**src/rtl/hazard_sequencer.sv**
```systemverilog
// Pipeline hazard controller for the 5-stage RV64I/Zba core.
// Produces stall/flush controls for F, F/D, D/E and E/M, E-stage forwarding
// selects, and sequences load-use bubbles and multi-cycle E-stage operations.
// Control outputs are combinational from inputs and the registered state.
module hazard_sequencer #(
  parameter int unsigned LOAD_USE_STALLS = 1,
  parameter int unsigned EX_TIMEOUT      = 64
) (
  input  logic       clk,
  input  logic       rst,
  input  logic [4:0] Rs1_D,
  input  logic [4:0] Rs2_D,
  input  logic [4:0] Rs1_E,
  input  logic [4:0] Rs2_E,
  input  logic [4:0] Rd_E,
  input  logic [4:0] Rd_M,
  input  logic [4:0] Rd_W,
  input  logic       RegWrite_M,
  input  logic       RegWrite_W,
  input  logic [1:0] ResultSrc_E,
  input  logic       PCSrc_E,
  input  logic       MultiCycle_E,
  input  logic       ExDone,
  output logic       Stall_F,
  output logic       Stall_D,
  output logic       Stall_E,
  output logic       Flush_D,
  output logic       Flush_E,
  output logic       Flush_M,
  output logic [1:0] ForwardA_E,
  output logic [1:0] ForwardB_E,
  output logic       ExStart,
  output logic       Busy,
  output logic       ExTimeout
);

  localparam int unsigned WW = $clog2(EX_TIMEOUT + 1);
  localparam logic [WW-1:0] WDOG_MAX  = WW'(EX_TIMEOUT);
  localparam logic [2:0]    LU_EXTRA  = 3'(LOAD_USE_STALLS - 1);

  typedef enum logic [1:0] {RUN, LU_STALL, EX_WAIT} state_t;

  state_t        state;
  logic [2:0]    cnt;
  logic [WW-1:0] wdog;
  logic          timeout_q;
  logic          lu_hz;

  assign lu_hz = (ResultSrc_E == 2'b01) && (Rd_E != 5'd0) &&
                 ((Rd_E == Rs1_D) || (Rd_E == Rs2_D));

  // M stage result has priority over W stage; x0 is never forwarded.
  function automatic logic [1:0] fwd_sel(input logic [4:0] rs);
    if (RegWrite_M && (Rd_M != 5'd0) && (Rd_M == rs))      fwd_sel = 2'b10;
    else if (RegWrite_W && (Rd_W != 5'd0) && (Rd_W == rs)) fwd_sel = 2'b01;
    else                                                  fwd_sel = 2'b00;
  endfunction

  // Combinational hazard controls from inputs and current state; forced low in reset.
  always_comb begin
    Stall_F    = 1'b0;
    Stall_D    = 1'b0;
    Stall_E    = 1'b0;
    Flush_D    = 1'b0;
    Flush_E    = 1'b0;
    Flush_M    = 1'b0;
    ExStart    = 1'b0;
    Busy       = 1'b0;
    ForwardA_E = 2'b00;
    ForwardB_E = 2'b00;
    if (!rst) begin
      ForwardA_E = fwd_sel(Rs1_E);
      ForwardB_E = fwd_sel(Rs2_E);
      Busy       = (state != RUN);
      unique case (state)
        RUN: begin
          if (PCSrc_E) begin
            Flush_D = 1'b1;
            Flush_E = 1'b1;
          end else if (MultiCycle_E) begin
            ExStart = 1'b1;
            Stall_F = 1'b1;
            Stall_D = 1'b1;
            Stall_E = 1'b1;
            Flush_M = 1'b1;
          end else if (lu_hz) begin
            Stall_F = 1'b1;
            Stall_D = 1'b1;
            Flush_E = 1'b1;
          end
        end
        LU_STALL: begin
          Stall_F = 1'b1;
          Stall_D = 1'b1;
          Flush_E = 1'b1;
        end
        EX_WAIT: begin
          // Release on ExDone or on watchdog expiry; otherwise hold the front end.
          if (!ExDone && (wdog != WDOG_MAX)) begin
            Stall_F = 1'b1;
            Stall_D = 1'b1;
            Stall_E = 1'b1;
            Flush_M = 1'b1;
          end
        end
        default: ;
      endcase
    end
  end

  assign ExTimeout = timeout_q;

  // State, bubble counter, watchdog and sticky timeout flag.
  always_ff @(posedge clk or posedge rst) begin
    if (rst) begin
      state     <= RUN;
      cnt       <= '0;
      wdog      <= '0;
      timeout_q <= 1'b0;
    end else begin
      unique case (state)
        RUN: begin
          if (PCSrc_E) begin
            state <= RUN;
          end else if (MultiCycle_E) begin
            wdog  <= WW'(1);
            state <= EX_WAIT;
          end else if (lu_hz && (LOAD_USE_STALLS > 1)) begin
            cnt   <= LU_EXTRA;
            state <= LU_STALL;
          end
        end
        LU_STALL: begin
          cnt <= cnt - 3'd1;
          if (cnt == 3'd1) state <= RUN;
        end
        EX_WAIT: begin
          if (ExDone) begin
            state <= RUN;
          end else if (wdog == WDOG_MAX) begin
            timeout_q <= 1'b1;
            state     <= RUN;
          end else begin
            wdog <= wdog + WW'(1);
          end
        end
        default: state <= RUN;
      endcase
    end
  end

endmodule

```
**config.mk**
```make
export PLATFORM = sky130hd
export DESIGN_NAME = hazard_sequencer
export DESIGN_NICKNAME = d
export VERILOG_FILES = /design/src/rtl/hazard_sequencer.sv
export SDC_FILE = /design/constraint.sdc
export NUM_CORES = 1
export LEC_CHECK = 0
export CAP_MARGIN = 10
export CORE_MARGIN = 3
export CORE_UTILIZATION = 35
export DETAILED_ROUTE_END_ITERATION = 10
export GPL_TIMING_DRIVEN = 0
export HOLD_SLACK_MARGIN = 0.15
export PLACE_DENSITY = 0.72
export SLEW_MARGIN = 20
export SYNTH_ARGS = -nofsm -noshare
export SYNTH_HDL_FRONTEND = slang
export SYNTH_SLANG_ARGS = --single-unit
```
**constraint.sdc**
```tcl
create_clock -name clk -period 4.47 [get_ports clk]
set_input_delay 0.6705 -clock clk [delete_from_list [all_inputs] [get_ports clk]]
set_output_delay 0.6705 -clock clk [all_outputs]
set_load 0.01 [all_outputs]
```
==> metrics.md <==
| Metric | Value |
|---|---|
| Crit share post-route | roughly 82% |
| Vias in the first global route | 1092 |
| Die height | 59.9 microns |
| Vias | 1063 |
| Routed len/inst | ~14 microns |
| Crit Path Class | in2out |
| Clk pin slew, worst setup/hold paths | 0.06 ns |
| H-tree level count | 1 |
| Sequential share of the synthesized area | 22.1% |
| Final Slew Violations | 0 |
| #FFs+latches synth | 9 |
| Root buf cell | clkbuf_4 |
| Number of enable flip-flop cells after synthesis | 0 |
| Clock Latency Late Sink | about 0.26 ns |
| Worst reg2reg path depth | 3 |
| TritonCTS clock tree | yes |
| Post-synthesis cell area | 0.00102 sq mm |
| RSZ-0062 raised after global routing | false |
| DR WL met2 | 1.47 mm |
| Final setup vio count | 0 |
| Distinct cells, synth | 34 |
| Worst path cell trace | clkdlybuf4s50_1 -> nor3b_1 -> nor2_8 -> o32ai_1 -> buf_4 -> clkdlybuf4s50_1 |
| Setup ws final | between 0.8 and 0.9 ns |
| Pwr/cell area | 194 mW/mm^2 |
| Overall routing resource usage | ~18% |
| Maxcap violations | 0 |
| Layout cells sized above 1 | under 10% |
| Routability cong. | 0.744 |
| Leak | around 0.64 nW |
| Largest net degree at the start of global routing | 11 |
| R2r startpoint | state[1] |
| CTS max path bufs | 2 |
| Tmin final | between 3 and 4 ns |
| Area delta synth->final | 60.4% |
| Post-route insts no fill | between 200 and 250 |
| Crit-path max FO | 6 |
| Arr. time, crit path | 2.98 ns |
| I/O pin count | 57 |
| # clock sinks | 9 |
| Worst Max-Slew Pin Slew | 1.10 ns |
| Syn Nets | around 160 |
| Reg2Reg Capture Point | wdog[3] |
| Worst vdd rail ir drop | between 0.2 and 0.25 mV |
| Drt first pass iters | 4 |
| Post-layout net count | 222 |
| Ys flop type | dfrtp_1 |
| Clock Skew | between 0.00015 and 0.0002 ns |
| Overall Power | 0.316 mW |
| Port-buffer cells | 55 |
| Starting Density | 38.9% |
| Crit path required time | 3.80 ns |
| Max layer used | met4 |
| 1st-iter DRT viols | 20 |
| Synth Instances | 116 |
| # DRC | 0 |
| Main area contributors after synthesis | dfrtp_1 22%, xor2_1 18%, xnor2_1 8.6%, or4_1 7.4%, o211ai_1 4.4% |
| Core area | 0.00261 sq mm |
| CTS Hold Bufs | 0 |
| CP startpoint | MultiCycle_E |
| CP dominant cell by count | clkdlybuf4s50_1 |
| N_diodes | 0 |
| Met1 WL | 1.18 mm |
| CP peak stage delay | 0.89 ns |
| Hold Fails Final Rpt | 0 |
| Async set-reset flop share out of synthesis | 100% |
| Post-synth top area share | 22.1% |
| Number of buffers created by CTS | 3 |
| Via density | roughly 5.2 |
| Mean Syn Cell Area | 8.77 sq um |
| Die Area | ~0.0036 sq mm |
| CP max-delay cell | nor3b_1 |
| Final ANT Viol Nets | 0 |
| Die width | 59.9 microns |
| Total gr overflow | 0 |
| Hold Path Class | reg2reg |
| Headroom to the max-slew limit | 26.5% |
| CP endpoint | Stall_F |
| Row cnt | 18 |
| Met3 WL | about 180 microns |
| Synthesis Warnings | 0 |
| CP endpoint kind | output pin |
| Postcts setup bufs | 0 |
| Post-DP HPWL | 2.52 mm |
| CP Launch Type | input port |
| Outcome | finished, final reports clean |
| Setup TNS | 0 ns |
| Placed Cells | roughly 200 |
| Fmax | 0.274 GHz |
| Reg2reg setup slack | 2.73 ns |
| Drt total wl | between 2 and 3 mm |
| Synth area leader | dfrtp_1 |
| Initial antenna violation count | 0 |
| CTS resizes | 0 |
| Global-route wire length before repair | 4.81 mm |
| Placement Setup Slack | 0.810 ns |
worst max-delay path, delay by kind of cell:
family	cells	cell delay, ns
AND/OR/NAND/NOR	2	0.92
AO/OA/AOI/OAI	1	0.20
buffers and inverters	3	1.19
through the flow:
step / area, sq um / hold WS [ns] / utilization, %
floorplan: 1020 / 0.491 / -
global placement: 1610 / 0.443 / 61.4
detailed placement: 1610 / 0.451 / 61.4
CTS: 1630 / 0.462 / 62.5
global route: 1630 / 0.478 / 62.5
finish: 1630 / 0.455 / 62.5
cells by family after synthesis:
kind of cell | count (synthesis) | share of synthesized area, %
AOI/OAI and AO/OA | 18 | 14.9
and+or+nand+nor | 49 | 30.5
DFF | 9 | 22.1
xor gates and xnor gates | 31 | 26.7
adders and majority gates | 2 | 2.46
buffers and inverters | 7 | 3.32
worst min-delay path by stage:
stage,end,depth (start not counted),slack [ns],startpoint
after floorplan,wdog[6],2,0.49,wdog[6]
after global placement,ExTimeout,1,0.44,ExTimeout
after detailed placement,ExTimeout,1,0.45,ExTimeout
after CTS,ExTimeout,1,0.46,ExTimeout
after global routing,ExTimeout,1,0.48,ExTimeout
final,ExTimeout,1,0.45,ExTimeout
state kept, by name, summed over array words and instances, names as in the netlist:
signal,count
ExTimeout,1
state,1
wdog,7
final cells by class:
type                            instances  area (sq um)
Fill cell                             237           981
Multi-Input combinational cell        100           758
Timing Repair Buffer                   55           551
Sequential cell                         9           225
Tap cell                               30          37.5
Clock buffer                            4          26.3
Buffer                                  3          18.8
Inverter                                4          15.0
Yosys cell counts, types with 4 or more instances:
master     n
xor2_1    21
nand2_1   10
or4_1     10
xnor2_1   10
dfrtp_1    9
nor2_1     7
o211ai_1   6
nand3_1    4
nor3_1     4
layout by cell type (no fill, tap or decap), types with 2 or more instances in the layout:
cell,n
nor2_1,7
clkdlybuf4s50_1,55
o211ai_1,6
nor3b_1,2
xor2_1,21
inv_2,2
nor2b_1,2
nor4_1,2
nand3_1,4
clkbuf_1,2
buf_4,2
inv_1,2
dfrtp_1,9
nor3_1,4
nand2_1,10
clkbuf_4,3
nor4_2,2
ha_1,2
xnor2_1,10
o21bai_1,2
o21ai_2,2
or4_1,10
where the power goes:
group / switching (mW) / internal, mW
registers: 0.0130 / 0.0917
logic: 0.0670 / 0.0816
clock network: 0.0287 / 0.0344
metal layers:
metal | track usage [%] | vias up
met1 | 20.1 | 474
met4 | 6.01 | 0
met5 | 0 | -
li1 | - | 544
met3 | 3.24 | 6
met2 | 32.6 | 39
Power figures use the tool's default switching activity.
